$ cat config.mk
export PLATFORM = sky130hd
export DESIGN_NAME = game_step_counter
export DESIGN_NICKNAME = d
export VERILOG_FILES = /design/src/rtl/game_counter_pkg.sv /design/src/rtl/game_step_counter_prescaler.sv /design/src/rtl/game_step_counter.sv
export SDC_FILE = /design/constraint.sdc
export NUM_CORES = 1
export LEC_CHECK = 0
export CAP_MARGIN = 20
export CORE_AREA = 2 2 39 41
export DETAILED_ROUTE_END_ITERATION = 12
export DIE_AREA = 0 0 41 43
export GPL_TIMING_DRIVEN = 0
export HOLD_SLACK_MARGIN = 0.06
export PLACE_DENSITY = 0.77
export SKIP_CTS_REPAIR_TIMING = 1
export SYNTH_ARGS = -nofsm -noshare
export SYNTH_HDL_FRONTEND = slang
export SYNTH_SLANG_ARGS = --single-unit
$ cat constraint.sdc
create_clock -name clk -period 6 [get_ports clk]
set_clock_uncertainty 0.2 [all_clocks]
set_input_delay 1.2 -clock clk [delete_from_list [all_inputs] [get_ports clk]]
set_output_delay 1.2 -clock clk [all_outputs]
set_load 0.05 [all_outputs]
$ cat src/rtl/game_counter_pkg.sv
// ---------------------------------------------------------------------------
// game_counter_pkg
// Shared definitions for the game step counter slice.
//   DIR_UP / DIR_DOWN : encoding of the `up` direction input
//   step_cmd_t        : per-edge next-state decode (HOLD < STEP < LOAD < CLEAR)
//   clog2()           : ceiling log2 used to size the prescaler register
// Optional build macro used by the counter: GAME_STEP_COUNTER_SATURATE_EN
// ---------------------------------------------------------------------------
package game_counter_pkg;

  localparam logic DIR_UP   = 1'b1;
  localparam logic DIR_DOWN = 1'b0;

  typedef enum logic [1:0] {
    HOLD  = 2'd0,
    STEP  = 2'd1,
    LOAD  = 2'd2,
    CLEAR = 2'd3
  } step_cmd_t;

  // Ceiling log2; returns 0 for values <= 1. Callers enforce a 1-bit minimum.
  function automatic int clog2(input int value);
    int result;
    int rem;
    result = 0;
    rem    = value - 1;
    while (rem > 0) begin
      result = result + 1;
      rem    = rem >> 1;
    end
    return result;
  endfunction

endpackage

$ cat src/rtl/game_step_counter_prescaler.sv
// ---------------------------------------------------------------------------
// step_prescaler
// Divides qualified `en` cycles by PRESCALE and produces a one-cycle `tick`
// on the last cycle of each phase.
// Parameters:
//   PRESCALE : en-cycles per tick (1..65535); 1 makes tick follow en directly
// Ports:
//   clk   in  system clock, rising edge
//   rst   in  synchronous active-low reset (clears the phase counter)
//   en    in  advance enable; the phase counter holds while low
//   clear in  synchronous clear of the phase counter
//   tick  out combinational strobe: en && (pcnt == PRESCALE-1)
// There is no handshake on any port: inputs act on the edge they are sampled.
// ---------------------------------------------------------------------------
module step_prescaler
  import game_counter_pkg::*;
#(
  parameter int PRESCALE = 1
) (
  input  logic clk,
  input  logic rst,
  input  logic en,
  input  logic clear,
  output logic tick
);

  // A PRESCALE of 1 would give a zero-width counter; keep one constant bit.
  localparam int PCNT_W = (clog2(PRESCALE) < 1) ? 1 : clog2(PRESCALE);
  localparam logic [PCNT_W-1:0] PCNT_LAST = PCNT_W'(PRESCALE - 1);

  logic [PCNT_W-1:0] pcnt_q;
  logic [PCNT_W-1:0] pcnt_d;

  assign tick = en && (pcnt_q == PCNT_LAST);

  // Load in the parent does not touch the phase, so only clear and the
  // wrap-on-tick return pcnt to zero.
  always_comb begin
    pcnt_d = pcnt_q;
    if (clear || tick) begin
      pcnt_d = '0;
    end else if (en) begin
      pcnt_d = pcnt_q + 1'b1;
    end
  end

  always_ff @(posedge clk) begin
    if (!rst) begin
      pcnt_q <= '0;
    end else begin
      pcnt_q <= pcnt_d;
    end
  end

endmodule

$ cat src/rtl/game_step_counter.sv
// ---------------------------------------------------------------------------
// game_step_counter
// Clock-enabled up/down counter with programmable modulus, enable prescaler,
// synchronous clear/load and a registered terminal-count pulse. Everything
// runs on `clk`; there is no clock gating and no asynchronous path.
// Parameters:
//   WIDTH    : count width in bits (1..16)
//   MAX      : highest count value, count range 0..MAX (MAX <= 2**WIDTH-1)
//   PRESCALE : qualified en-cycles per count step (1..65535)
// Ports:
//   clk      in  system clock, rising edge
//   rst      in  synchronous active-low reset
//   en       in  count enable (advances the prescaler)
//   up       in  direction, 1 = up, 0 = down
//   clear    in  synchronous clear of count and prescaler
//   load     in  synchronous load of load_val (clamped to MAX)
//   load_val in  value to load
//   count    out registered count
//   tick     out combinational prescaler strobe
//   tc       out registered one-cycle terminal-count pulse
//   zero     out combinational count == 0
// Edge priority: rst > clear > load > step > hold. No handshake: clear and
// load act on the edge where they are sampled high, with no back-pressure.
// Build option: define GAME_STEP_COUNTER_SATURATE_EN to hold at the limits
// instead of wrapping; tc then pulses on each blocked step.
// ---------------------------------------------------------------------------
module game_step_counter
  import game_counter_pkg::*;
#(
  parameter int WIDTH    = 5,
  parameter int MAX      = 2**WIDTH - 1,
  parameter int PRESCALE = 1
) (
  input  logic             clk,
  input  logic             rst,
  input  logic             en,
  input  logic             up,
  input  logic             clear,
  input  logic             load,
  input  logic [WIDTH-1:0] load_val,
  output logic [WIDTH-1:0] count,
  output logic             tick,
  output logic             tc,
  output logic             zero
);

  localparam logic [WIDTH-1:0] MAX_V = WIDTH'(MAX);

  logic [WIDTH-1:0] count_q;
  logic [WIDTH-1:0] count_d;
  logic             tc_q;
  logic             tc_d;
  step_cmd_t        cmd;
  logic [WIDTH-1:0] load_clamped;
  logic             at_limit;

  step_prescaler #(
    .PRESCALE (PRESCALE)
  ) u_prescaler (
    .clk   (clk),
    .rst   (rst),
    .en    (en),
    .clear (clear),
    .tick  (tick)
  );

  // Priority decode of what this edge does to count/tc.
  always_comb begin
    cmd = HOLD;
    if (clear) begin
      cmd = CLEAR;
    end else if (load) begin
      cmd = LOAD;
    end else if (tick) begin
      cmd = STEP;
    end
  end

  assign load_clamped = (load_val > MAX_V) ? MAX_V : load_val;

  // The limit a step would cross depends on the direction being stepped.
  assign at_limit = (up == DIR_UP) ? (count_q == MAX_V) : (count_q == '0);

  always_comb begin
    count_d = count_q;
    tc_d    = 1'b0;
    unique case (cmd)
      CLEAR: count_d = '0;
      LOAD:  count_d = load_clamped;
      STEP: begin
        if (at_limit) begin
          tc_d = 1'b1;
`ifdef GAME_STEP_COUNTER_SATURATE_EN
          count_d = count_q;
`else
          count_d = (up == DIR_UP) ? '0 : MAX_V;
`endif
        end else if (up == DIR_UP) begin
          count_d = count_q + 1'b1;
        end else begin
          count_d = count_q - 1'b1;
        end
      end
      default: begin
        count_d = count_q;
      end
    endcase
  end

  always_ff @(posedge clk) begin
    if (!rst) begin
      count_q <= '0;
      tc_q    <= 1'b0;
    end else begin
      count_q <= count_d;
      tc_q    <= tc_d;
    end
  end

  assign count = count_q;
  assign tc    = tc_q;
  assign zero  = (count_q == '0);

endmodule

==> results.py <==
metrics = {
    "outcome": {
        "status": "finished, final reports clean",
    },
    "cts": {
        "htree_levels": 1,
        "clock_latency_ns": 0.25,
        "clkSinkCount": 7,
        "ctsLongestPathBuffers": 2,
        "root_buffer": "clkbuf_4",
        "numCtsBuffers": 3,
        "cts_tree": "yes",
        "clk_pin_slew_ns": 0.05,
    },
    "detailed_routing": {
        "drt_iter0_drc": 14,
        "drt_wl_total_um": 1170,
        "first_pass_iters": 4,
        "post_drt_wl_per_cell_um": 11.3,
        "routed-via-count": 518,
        "drt-vias-per-instance": 5.03,
        "ant_nets": 0,
        "drc_errors": 0,
    },
    "die": {
        "ios": 19,
        "core_area_um2": 1380,
        "rows": 14,
        "die_h_um": 43,
        "dieWidth_um": 41,
        "initial_core_util_pct": 38.0,
        "fp.dieArea_um2": 1760,
    },
    "synthesis": {
        "postSynthAreaPerCell_um2": 8.08,
        "syn_area_um2": 526,
        "async_flop_share_pct": 0,
        "ys_ff_latch": 7,
        "netlist_instances": 65,
        "synth_nets": 80,
        "yosysSeqAreaShare_pct": 26.7,
        "synth-edff-count": 0,
        "ys_warn_count": 0,
        "synth_ff_type": "dfxtp_1",
        "ys_types": 29,
    },
    "critical_path": {
        "critical_path_required_ns": 4.60,
        "crit_fanout": 4,
        "critPathArrivalTime_ns": 2.70,
        "start_kind": "input pin",
        "crit_path_end_kind": "output port",
        "critical_path_class": "in2out",
    },
    "sta": {
        "rsz0062_at_grt": "no",
        "slew_headroom_pct": 66.4,
        "finalCritPeriodShare_pct": 68.3,
        "max_freq_ghz": 0.244,
        "drv_slew": 0,
        "hold_viol": 0,
        "tns_ns": 0,
        "setup_viol": 0,
        "post-route-min-period_ns": 4.10,
        "tightestPinTransition_ns": 0.502,
    },
    "layout": {
        "fill_cells": 151,
        "num_antenna_cells": 0,
        "fin_util_pct": 54.3,
        "drive_gt1_share_pct": 12.6,
        "area_growth_pct": 43.1,
        "final_nets": 103,
    },
    "power": {
        "p_switching_mw": 0.0496,
        "ir_drop_mv": 0.121,
        "p_leak_nw": 0.296,
        "switching_share_pct": 34.0,
        "pwr_density_cell_nw_per_um2": 194,
        "clockPowerShare_pct": 29.1,
        "pwr-share-comb_pct": 35.3,
        "p_seq_share_pct": 35.5,
        "p_int_mw": 0.0964,
    },
    "grt": {
        "grt_max_degree": 9,
        "grt_overflow_total": 0,
        "grt_pass1_vias": 477,
        "grt_use_total_pct": 17.3,
        "antenna_found_initial": 0,
        "grt_pass1_wl_um": 2060,
    },
    "run": {
        "cap_violations": 0,
    },
    "place": {
        "numPortBuffers": 18,
        "hpwl_um": 964,
        "globalplace.congestion": 0.740,
    },
    "worst_hold_path": {
        "min_path_type": "reg2reg",
    },
}
-- layout make-up --
| class | instances | area (um2) | area share (%) |
|---|---|---|---|
| Tap cell | 16 | 20.0 | 2.66 |
| Inverter | 6 | 22.5 | 3.00 |
| Sequential cell | 7 | 140 | 18.6 |
| Clock buffer | 4 | 26.3 | 3.49 |
| Multi-Input combinational cell | 52 | 363 | 48.3 |
| Timing Repair Buffer | 18 | 180 | 24.0 |
-- critical path, cell delays in order --
cell	delay, ns
clkdlybuf4s50_1	0.53
nand2b_4	0.09
inv_2	0.08
clkdlybuf4s50_1	0.81
-- cell families after synthesis --
logic type,count (synthesis),synth area share [%]
muxes,1,1.90
and+or+nand+nor,24,29.5
xor gates and xnor gates,4,6.67
buffers and inverters,6,4.29
DFF,7,26.7
AOI/OAI and AO/OA,19,20.0
adders and majority gates,4,11.0
-- metrics by stage --
| stage | setup WS, ns | power [mW] | instances | hold slack (ns) | instance area (um2) |
|---|---|---|---|---|---|
| after detailed placement | 1.90 | 0.105 | 99 | 0.263 | 726 |
| after global routing | 1.85 | 0.158 | 103 | 0.284 | 752 |
| after global placement | 1.91 | 0.104 | 99 | 0.258 | 726 |
| final | 1.90 | 0.146 | 103 | 0.269 | 752 |
| after CTS | 1.89 | 0.149 | 103 | 0.270 | 752 |
| after floorplan | 3.13 | 0.0851 | 65 | 0.244 | 526 |
-- routing by layer --
layer  share of wire [%]  up-vias  GRT usage, %
li1                    -      274             -
met1                  44      232          20.3
met2                  51       12          27.5
met3                 4.5        0          7.85
met4                   0        0          4.00
met5                   0        -             0
-- power by group through the flow --
stage / registers [mW] / clock network [mW] / logic (mW)
3_3_place_gp: 0.0529 / 0 / 0.0508
3_5_place_dp: 0.0529 / 0 / 0.0519
2_1_floorplan: 0.0590 / 0 / 0.0261
6_report: 0.0519 / 0.0426 / 0.0516
4_1_cts: 0.0519 / 0.0449 / 0.0520
5_1_grt: 0.0522 / 0.0496 / 0.0564
-- state kept, by name, indices dropped and copies added, names as in the netlist --
signal / count
u_prescaler.pcnt_q: 1
count: 5
tc: 1
-- layout by cell type, fill, tap and decap left out, drive strengths merged --
master         instances
nor2b                  1
o21ai                 10
nor4bb                 1
and3                   1
mux2i                  1
nand3                  3
a21oi                  8
dfxtp                  7
and4                   1
nand2                  5
nand2b                 2
a21o                   1
and2                   1
clkbuf                 4
xnor2                  3
ha                     3
nand3b                 1
fa                     1
or3                    1
nor3                   2
inv                    6
xor2                   1
nor2                   4
nor3b                  1
clkdlybuf4s50         18
-- synthesized netlist by cell type (2+ instances only) --
master	instances	area, um2
o21ai_0	6	30.0
a21oi_1	7	35.0
inv_1	5	18.8
nor3_2	2	20.0
nand3_1	2	10.0
nor2_1	4	15.0
nand2_1	5	18.8
ha_1	3	37.5
dfxtp_1	7	140
o21ai_1	3	15.0
xnor2_1	3	26.3
-- path summary, 6_finish.rpt --
path                                        start                              end  slack (ns)  depth (start not counted)
setup reg to reg            count[0]$_SDFFE_PN0P_            count[4]$_SDFFE_PN0P_        3.90                          7
hold reg to reg   u_prescaler.pcnt_q$_SDFFE_PP0P_  u_prescaler.pcnt_q$_SDFFE_PP0P_        0.27                          1
setup / recovery                               en                             tick        1.90                          4
hold / removal    u_prescaler.pcnt_q$_SDFFE_PP0P_  u_prescaler.pcnt_q$_SDFFE_PP0P_        0.27                          1
Note: power is estimated with default switching activity, not from simulation.
